### config.mk
export PLATFORM = sky130hd
export DESIGN_NAME = mem_access
export DESIGN_NICKNAME = d
export VERILOG_FILES = /design/src/rtl/mem_access_pkg.sv /design/src/rtl/mem_access_load_ext.sv /design/src/rtl/mem_access.sv
export SDC_FILE = /design/constraint.sdc
export NUM_CORES = 1
export LEC_CHECK = 0
export BUFFER_PORTS_ARGS = -buffer_cell sky130_fd_sc_hd__buf_2
export CAP_MARGIN = 20
export CORE_MARGIN = 5
export CORE_UTILIZATION = 40
export DETAILED_ROUTE_END_ITERATION = 8
export GPL_ROUTABILITY_DRIVEN = 0
export GPL_TIMING_DRIVEN = 0
export SLEW_MARGIN = 20
export SYNTH_ARGS = -nofsm -noshare
export SYNTH_HDL_FRONTEND = slang
export SYNTH_SLANG_ARGS = --single-unit
export TNS_END_PERCENT = 1
### constraint.sdc
create_clock -name clk -period 2.96 [get_ports clk]
set_clock_uncertainty 0.2 [all_clocks]
set_input_delay 0.148 -clock clk [delete_from_list [all_inputs] [get_ports clk]]
set_output_delay 0.148 -clock clk [all_outputs]
set_load 0.01 [all_outputs]
### src/rtl/mem_access_pkg.sv
// Shared definitions for the memory-access stage: op encodings, FSM states, op decode helpers.
// Latency: n/a (definitions only).
// Backpressure: n/a.
package mem_access_pkg;

    localparam int BYTE_BUS_W = 8;

    // Memory op encodings carried down the ex_mem register.
    typedef enum logic [3:0] {
        MEM_OP_NONE = 4'd0,
        MEM_OP_LB   = 4'd1,
        MEM_OP_LH   = 4'd2,
        MEM_OP_LW   = 4'd3,
        MEM_OP_LBU  = 4'd4,
        MEM_OP_LHU  = 4'd5,
        MEM_OP_SB   = 4'd6,
        MEM_OP_SH   = 4'd7,
        MEM_OP_SW   = 4'd8
    } mem_op_e;

    typedef enum logic [1:0] {
        ST_IDLE   = 2'd0,
        ST_ACCESS = 2'd1,
        ST_FINISH = 2'd2
    } state_e;

    // Number of bytes moved by an op; 0 for anything that is not a memory op.
    function automatic logic [2:0] op_size(input logic [3:0] op);
        case (op)
            MEM_OP_LB, MEM_OP_LBU, MEM_OP_SB: op_size = 3'd1;
            MEM_OP_LH, MEM_OP_LHU, MEM_OP_SH: op_size = 3'd2;
            MEM_OP_LW, MEM_OP_SW:             op_size = 3'd4;
            default:                          op_size = 3'd0;
        endcase
    endfunction

    function automatic logic op_is_load(input logic [3:0] op);
        op_is_load = (op == MEM_OP_LB) || (op == MEM_OP_LH) || (op == MEM_OP_LW) ||
                     (op == MEM_OP_LBU) || (op == MEM_OP_LHU);
    endfunction

    function automatic logic op_is_store(input logic [3:0] op);
        op_is_store = (op == MEM_OP_SB) || (op == MEM_OP_SH) || (op == MEM_OP_SW);
    endfunction

endpackage

### src/rtl/mem_access_load_ext.sv
// Sign/zero extension of an assembled load value to register width.
// Latency: combinational.
// Backpressure: none.
module mem_access_load_ext
    import mem_access_pkg::*;
#(
    parameter int XLEN = 32
) (
    input  logic [3:0]      op_i,
    input  logic [31:0]     val_i,
    output logic [XLEN-1:0] res_o
);

    // Extend according to load width and signedness.
    always_comb begin
        res_o = '0;
        case (op_i)
            MEM_OP_LB:  res_o = {{(XLEN-8){val_i[7]}}, val_i[7:0]};
            MEM_OP_LBU: res_o = {{(XLEN-8){1'b0}}, val_i[7:0]};
            MEM_OP_LH:  res_o = {{(XLEN-16){val_i[15]}}, val_i[15:0]};
            MEM_OP_LHU: res_o = {{(XLEN-16){1'b0}}, val_i[15:0]};
            MEM_OP_LW:  res_o = XLEN'(val_i);
            default:    res_o = '0;
        endcase
    end

endmodule

### src/rtl/mem_access.sv
// Memory-access stage: byte-serial loads/stores over a shared bus, ALU pass-through otherwise.
// Latency: pass-through combinational; memory op N bytes + 1 FINISH cycle with continuous grant.
// Backpressure: stall_req held while an access is in flight; bus_gnt=0 pauses byte issue.
module mem_access
    import mem_access_pkg::*;
#(
    parameter int XLEN   = 32,
    parameter int REG_AW = 5,
    parameter int ADDR_W = 32
) (
    input  logic              clk,
    input  logic              rst,
    input  logic [3:0]        op_i,
    input  logic [XLEN-1:0]   addr_i,
    input  logic [XLEN-1:0]   sdata_i,
    input  logic              we_i,
    input  logic [REG_AW-1:0] waddr_i,
    input  logic [XLEN-1:0]   wdata_i,
    output logic              mem_we,
    output logic [REG_AW-1:0] mem_waddr,
    output logic [XLEN-1:0]   mem_wdata,
    output logic              stall_req,
    output logic              bus_req,
    input  logic              bus_gnt,
    output logic [ADDR_W-1:0] bus_a,
    output logic              bus_wr,
    output logic [7:0]        bus_dout,
    input  logic [7:0]        bus_din
);

    state_e            state_q, state_d;
    logic [3:0]        op_q, op_d;
    logic [XLEN-1:0]   addr_q, addr_d;
    logic [XLEN-1:0]   sdata_q, sdata_d;
    logic [REG_AW-1:0] waddr_q, waddr_d;
    logic [2:0]        k_q, k_d;
    logic              pend_q, pend_d;
    logic [1:0]        lane_q, lane_d;
    logic [31:0]       asm_q, asm_d;

    logic [31:0]       asm_merged;
    logic [XLEN-1:0]   ext_res;

    logic              we_c, stall_c, req_c, wr_c;
    logic [REG_AW-1:0] waddr_c;
    logic [XLEN-1:0]   wdata_c;
    logic [ADDR_W-1:0] a_c;
    logic [7:0]        dout_c;

    // Fold the byte read back this cycle into its lane of the assembly register.
    always_comb begin
        asm_merged = asm_q;
        if (pend_q) begin
            asm_merged[{lane_q, 3'b000} +: 8] = bus_din;
        end
    end

    mem_access_load_ext #(.XLEN(XLEN)) u_load_ext (
        .op_i  (op_q),
        .val_i (asm_merged),
        .res_o (ext_res)
    );

    // Next-state, byte issue and result selection.
    always_comb begin
        state_d = state_q;
        op_d    = op_q;
        addr_d  = addr_q;
        sdata_d = sdata_q;
        waddr_d = waddr_q;
        k_d     = k_q;
        pend_d  = 1'b0;
        lane_d  = lane_q;
        asm_d   = asm_merged;
        we_c    = 1'b0;
        waddr_c = '0;
        wdata_c = '0;
        stall_c = 1'b0;
        req_c   = 1'b0;
        a_c     = '0;
        wr_c    = 1'b0;
        dout_c  = '0;
        case (state_q)
            ST_IDLE: begin
                if (op_is_load(op_i) || op_is_store(op_i)) begin
                    stall_c = 1'b1;
                    req_c   = 1'b1;
                    // ex_mem holds while stalled, so re-latching each waiting cycle is harmless.
                    op_d    = op_i;
                    addr_d  = addr_i;
                    sdata_d = sdata_i;
                    waddr_d = waddr_i;
                    asm_d   = '0;
                    if (bus_gnt) begin
                        a_c     = ADDR_W'(addr_i);
                        wr_c    = op_is_store(op_i);
                        dout_c  = wr_c ? sdata_i[7:0] : 8'h00;
                        pend_d  = op_is_load(op_i);
                        lane_d  = 2'd0;
                        k_d     = 3'd1;
                        state_d = (op_size(op_i) == 3'd1) ? ST_FINISH : ST_ACCESS;
                    end
                end else begin
                    we_c    = we_i;
                    waddr_c = waddr_i;
                    wdata_c = wdata_i;
                end
            end
            ST_ACCESS: begin
                stall_c = 1'b1;
                req_c   = 1'b1;
                if (bus_gnt) begin
                    a_c    = ADDR_W'(addr_q + XLEN'(k_q));
                    wr_c   = op_is_store(op_q);
                    dout_c = wr_c ? sdata_q[{k_q[1:0], 3'b000} +: 8] : 8'h00;
                    pend_d = op_is_load(op_q);
                    lane_d = k_q[1:0];
                    k_d    = k_q + 3'd1;
                    if (k_q + 3'd1 == op_size(op_q)) begin
                        state_d = ST_FINISH;
                    end
                end
            end
            ST_FINISH: begin
                if (op_is_load(op_q)) begin
                    we_c    = 1'b1;
                    waddr_c = waddr_q;
                    wdata_c = ext_res;
                end
                k_d     = 3'd0;
                state_d = ST_IDLE;
            end
            default: begin
                state_d = ST_IDLE;
            end
        endcase
    end

    // State and latched-operand registers with synchronous reset.
    always_ff @(posedge clk) begin
        if (rst) begin
            state_q <= ST_IDLE;
            op_q    <= '0;
            addr_q  <= '0;
            sdata_q <= '0;
            waddr_q <= '0;
            k_q     <= '0;
            pend_q  <= 1'b0;
            lane_q  <= '0;
            asm_q   <= '0;
        end else begin
            state_q <= state_d;
            op_q    <= op_d;
            addr_q  <= addr_d;
            sdata_q <= sdata_d;
            waddr_q <= waddr_d;
            k_q     <= k_d;
            pend_q  <= pend_d;
            lane_q  <= lane_d;
            asm_q   <= asm_d;
        end
    end

    // Every output is forced low while reset is held, so an abandoned store writes nothing more.
    always_comb begin
        mem_we    = we_c & ~rst;
        mem_waddr = rst ? '0 : waddr_c;
        mem_wdata = rst ? '0 : wdata_c;
        stall_req = stall_c & ~rst;
        bus_req   = req_c & ~rst;
        bus_a     = rst ? '0 : a_c;
        bus_wr    = wr_c & ~rst;
        bus_dout  = rst ? '0 : dout_c;
    end

endmodule

==> reports/qor.csv <==
stage,metric,value,unit
routing,ANT nets after route,0,
timing,Final Critical Period,3.03,ns
finish,fin nets,1311,
synthesis,Post-synth EDFFs,0,
timing,Max Clk Rate,0.330,GHz
pwr,power per cell area,656,mW/mm²
critical_path,critical path depth in cells,7,
critical_path,Critical Path Sink Type,output port,
die,Top-Level Pins,198,
finish,"Area growth, synth to finish",43.3,%
critical_path,Reg2Reg Depth,7,
routing,vias per cell,5.26,
critical_path,CP top delay family,simple AND/OR/NAND/NOR gates,
cts,Num CTS Buffers,17,
routing,drt drc,0,
finish,footprint of the multi-input gates,0.00419,mm²
synthesis,Syn Nets,1013,
cts,clock sink count,116,
finish,register area,0.00233,mm²
global_routing,first-pass GRT wire length,36500,µm
pwr,LEAKAGE,3.88,nW
die,die area,0.0193,mm²
timing,setup TNS,-0.222,ns
die,Die Y,139,µm
cts,clock-pin slew on the worst setup and hold paths,0.05,ns
critical_path,crit-path cells,nand4_2 -> or3_1 -> buf_2 -> or4b_1 -> xor2_1 -> o21ai_2 -> buf_2,
timing,max-slew violations,0,
run,Max Cap Viol,0,
placed_design,PortBufs,196,
timing,Tightest Pin Transition,0.686,ns
synthesis,asr flop ratio synth,0,
critical_path,Crit path required time,2.61,ns
synthesis,sequential element share of the synthesized area,0.349,
cts,Max Root-Sink Buffers,2,
cts,Worst-Skew Late Latency,0.42,ns
critical_path,crit path to,bus_a[25],
synthesis,Synth Register Bits,116,
die,core area,0.0165,mm²
finish,layout cells sized above 1,0.255,
critical_path,R2R Setup Slk,0.60,ns
critical_path,Worst path slowest cell,or4b_1,
die,Die X-Extent,139,µm
critical_path,reg2reg start,state_q[1],
timing,Final setup viols,7,
critical_path,WP buf/inv,2,
critical_path,highest cell delay on the worst timing path,0.55,ns
global_routing,vias in the first global route,7080,
critical_path,Crit Path Class,flop to output port,
min_path,min-delay worst type,primary input to flop,
cts,CTS H-Tree Depth,4,
timing,fin crit share,1.02,
timing,Final WS setup,-0.0701,ns
synthesis,Synthesis Warnings,0,
global_routing,Tot GR Track Use,0.230,
timing,Fin. Hold Viols,0,
critical_path,CP Launch Point,addr_q[7],
synthesis,cell area after technology mapping,0.00665,mm²
placed_design,DP Worst Slack,-0.658,ns
timing,Slew HR,0.538,
cts,root buf cell,clkbuf_16,
global_routing,GRT Residual Overflow,0,
routing,Initial DRC Count,424,
critical_path,CP max FO,8,
critical_path,Critical Path Source Type,flop,
routing,final wirelength,22800,µm
placed_design,Post-DP HPWL,16600,µm
die,initial core utilization,0.404,
synthesis,ys flop type,dfxtp_1,
critical_path,arrival time at the worst endpoint,2.68,ns
critical_path,crit-path most repeated cell,buf_2,
routing,via count of the routed design,7433,
synthesis,Gate Count Post-Synth,883,
run_status,status,finished with violations,
global_routing,initial antenna violation count,0,
global_routing,largest net degree at the start of global routing,17,
finish,Fillers,1620,
synthesis,Synth cell types,63,
run_status,violated checks,negative setup slack,
pwr,maximum VDD drop,0.533,mV
routing,WL/cell,16.1,µm
cts,TritonCTS clock tree,built,
synthesis,syn_area_per_cell,7.53,µm²
finish,Inserted Diodes,0,
timing,unrepaired setup endpoints after global routing,yes,
die,site row count,47,
routing,DR pass1 iterations,5,
cells in the mapped netlist, types with 3 or more instances:
cell type / instances / share of area
a211oi_1: 4 / 0.0045
a21o_1: 3 / 0.0034
a21oi_1: 112 / 0.084
a22o_1: 30 / 0.040
a22oi_1: 42 / 0.047
and2_1: 3 / 0.0028
and3_1: 9 / 0.0085
buf_2: 6 / 0.0045
clkbuf_1: 57 / 0.032
dfxtp_1: 116 / 0.35
ha_1: 12 / 0.023
inv_1: 13 / 0.0073
mux4_2: 8 / 0.027
nand2_1: 192 / 0.11
nand2b_1: 10 / 0.0094
nand3_1: 12 / 0.0090
nand3b_1: 5 / 0.0056
nand4_1: 13 / 0.012
nor2_1: 65 / 0.037
nor2b_1: 23 / 0.022
nor3_1: 13 / 0.0098
nor3b_1: 6 / 0.0068
nor4_1: 6 / 0.0056
o21ai_0: 46 / 0.035
o21bai_1: 3 / 0.0034
or3_1: 3 / 0.0028
xnor2_1: 15 / 0.020
xor2_1: 14 / 0.018
worst min-delay path by stage:
stage	start	endpoint	slack (ns)	cells after the start
after detailed placement	sdata_i[29]	sdata_q[29]	0.20	3
final	op_i[1]	op_q[1]	0.12	5
after global routing	op_i[1]	op_q[1]	0.13	5
after floorplan	sdata_i[0]	sdata_q[0]	0.08	2
after global placement	sdata_i[19]	sdata_q[19]	0.19	3
after CTS	op_i[1]	op_q[1]	0.09	5
cells by family after synthesis:
logic type | count (synthesis) | share of synthesized area
simple gates | 374 | 0.260
compound gates | 261 | 0.246
xor+xnor | 30 | 0.0416
mux | 11 | 0.0318
buf+inv | 78 | 0.0457
flops | 116 | 0.349
fa+ha+maj | 13 | 0.0256
area by class of cell:
type	instances	share of cell area
clock buffers	20	0.0469
inverters	13	0.00512
clock inverters	12	0.0139
plain buffers	64	0.0299
repair buffers	280	0.190
multi-input cells	689	0.440
well taps	220	0.0289
flip-flops and latches	116	0.245
layer usage:
layer,wire length (µm),vias to the layer above,track usage
met4,462,0,0.0747
met3,1400,33,0.0448
li1,-,3717,-
met2,10600,241,0.380
met1,10400,3442,0.303
met5,0,-,0
through the flow:
step           std cells  instance area, µm²  hold WS (ns)  utilization  total power [W]
2_1_floorplan        883                6650        0.0840            -          0.00339
3_3_place_gp        1299                7910         0.194        0.480          0.00410
3_5_place_dp        1299                7910         0.197        0.480          0.00412
4_1_cts             1414                9460        0.0901        0.574          0.00625
5_1_grt             1414                9530         0.134        0.579          0.00662
6_report            1414                9530         0.119        0.579          0.00625
timing repair:
action / in CTS / in global routing
endpoints found under the setup margin: 81 / 65
setup buffers: 5 / 0
gates resized for setup: 40 / 28
endpoints found under the hold margin: 87 / 0
hold buffers: 79 / 0
pin swaps: 8 / 4
sequential cells by signal (all words and copies together), names as in the netlist, named ones only:
register / count
sdata_q: 32
addr_q: 32
lane_q: 2
asm_q: 32
k_q: 3
pend_q: 1
waddr_q: 5
state_q: 2
op_q: 4
report_power, final:
part / internal (W) / switching [W] / leakage (nW)
sequential: 0.00179 / 0.000188 / 0.951
clock: 0.00126 / 0.000738 / 0.276
combinational: 0.000883 / 0.00139 / 2.66
tightest hold or removal path, cell delays in order:
cell       delay [ns]
buf_2            0.11
o31ai_2          0.14
nand2_1          0.12
a2bb2oi_1        0.10
nor2_1           0.08
cell usage in the layout (no fill, tap or decap), types with 5 or more instances in the layout:
cell type      count
o21ai_0           43
mux4_2             8
dlygate4sd3_1     79
a22oi_1           42
a21oi_1          111
dfxtp_1          110
a22o_1            30
nor2_1            62
buf_2            202
nand4_1           13
nand2_1          192
nand3_1           11
clkbuf_2          10
ha_1              10
clkbuf_1          45
inv_1              9
nand3b_1           5
and3_1             8
nor2b_1           23
clkbuf_16         17
nor3_1            12
xnor2_1           15
xor2_1            14
nand2b_1           9
buf_4              5
Power figures use the tool's default switching activity.
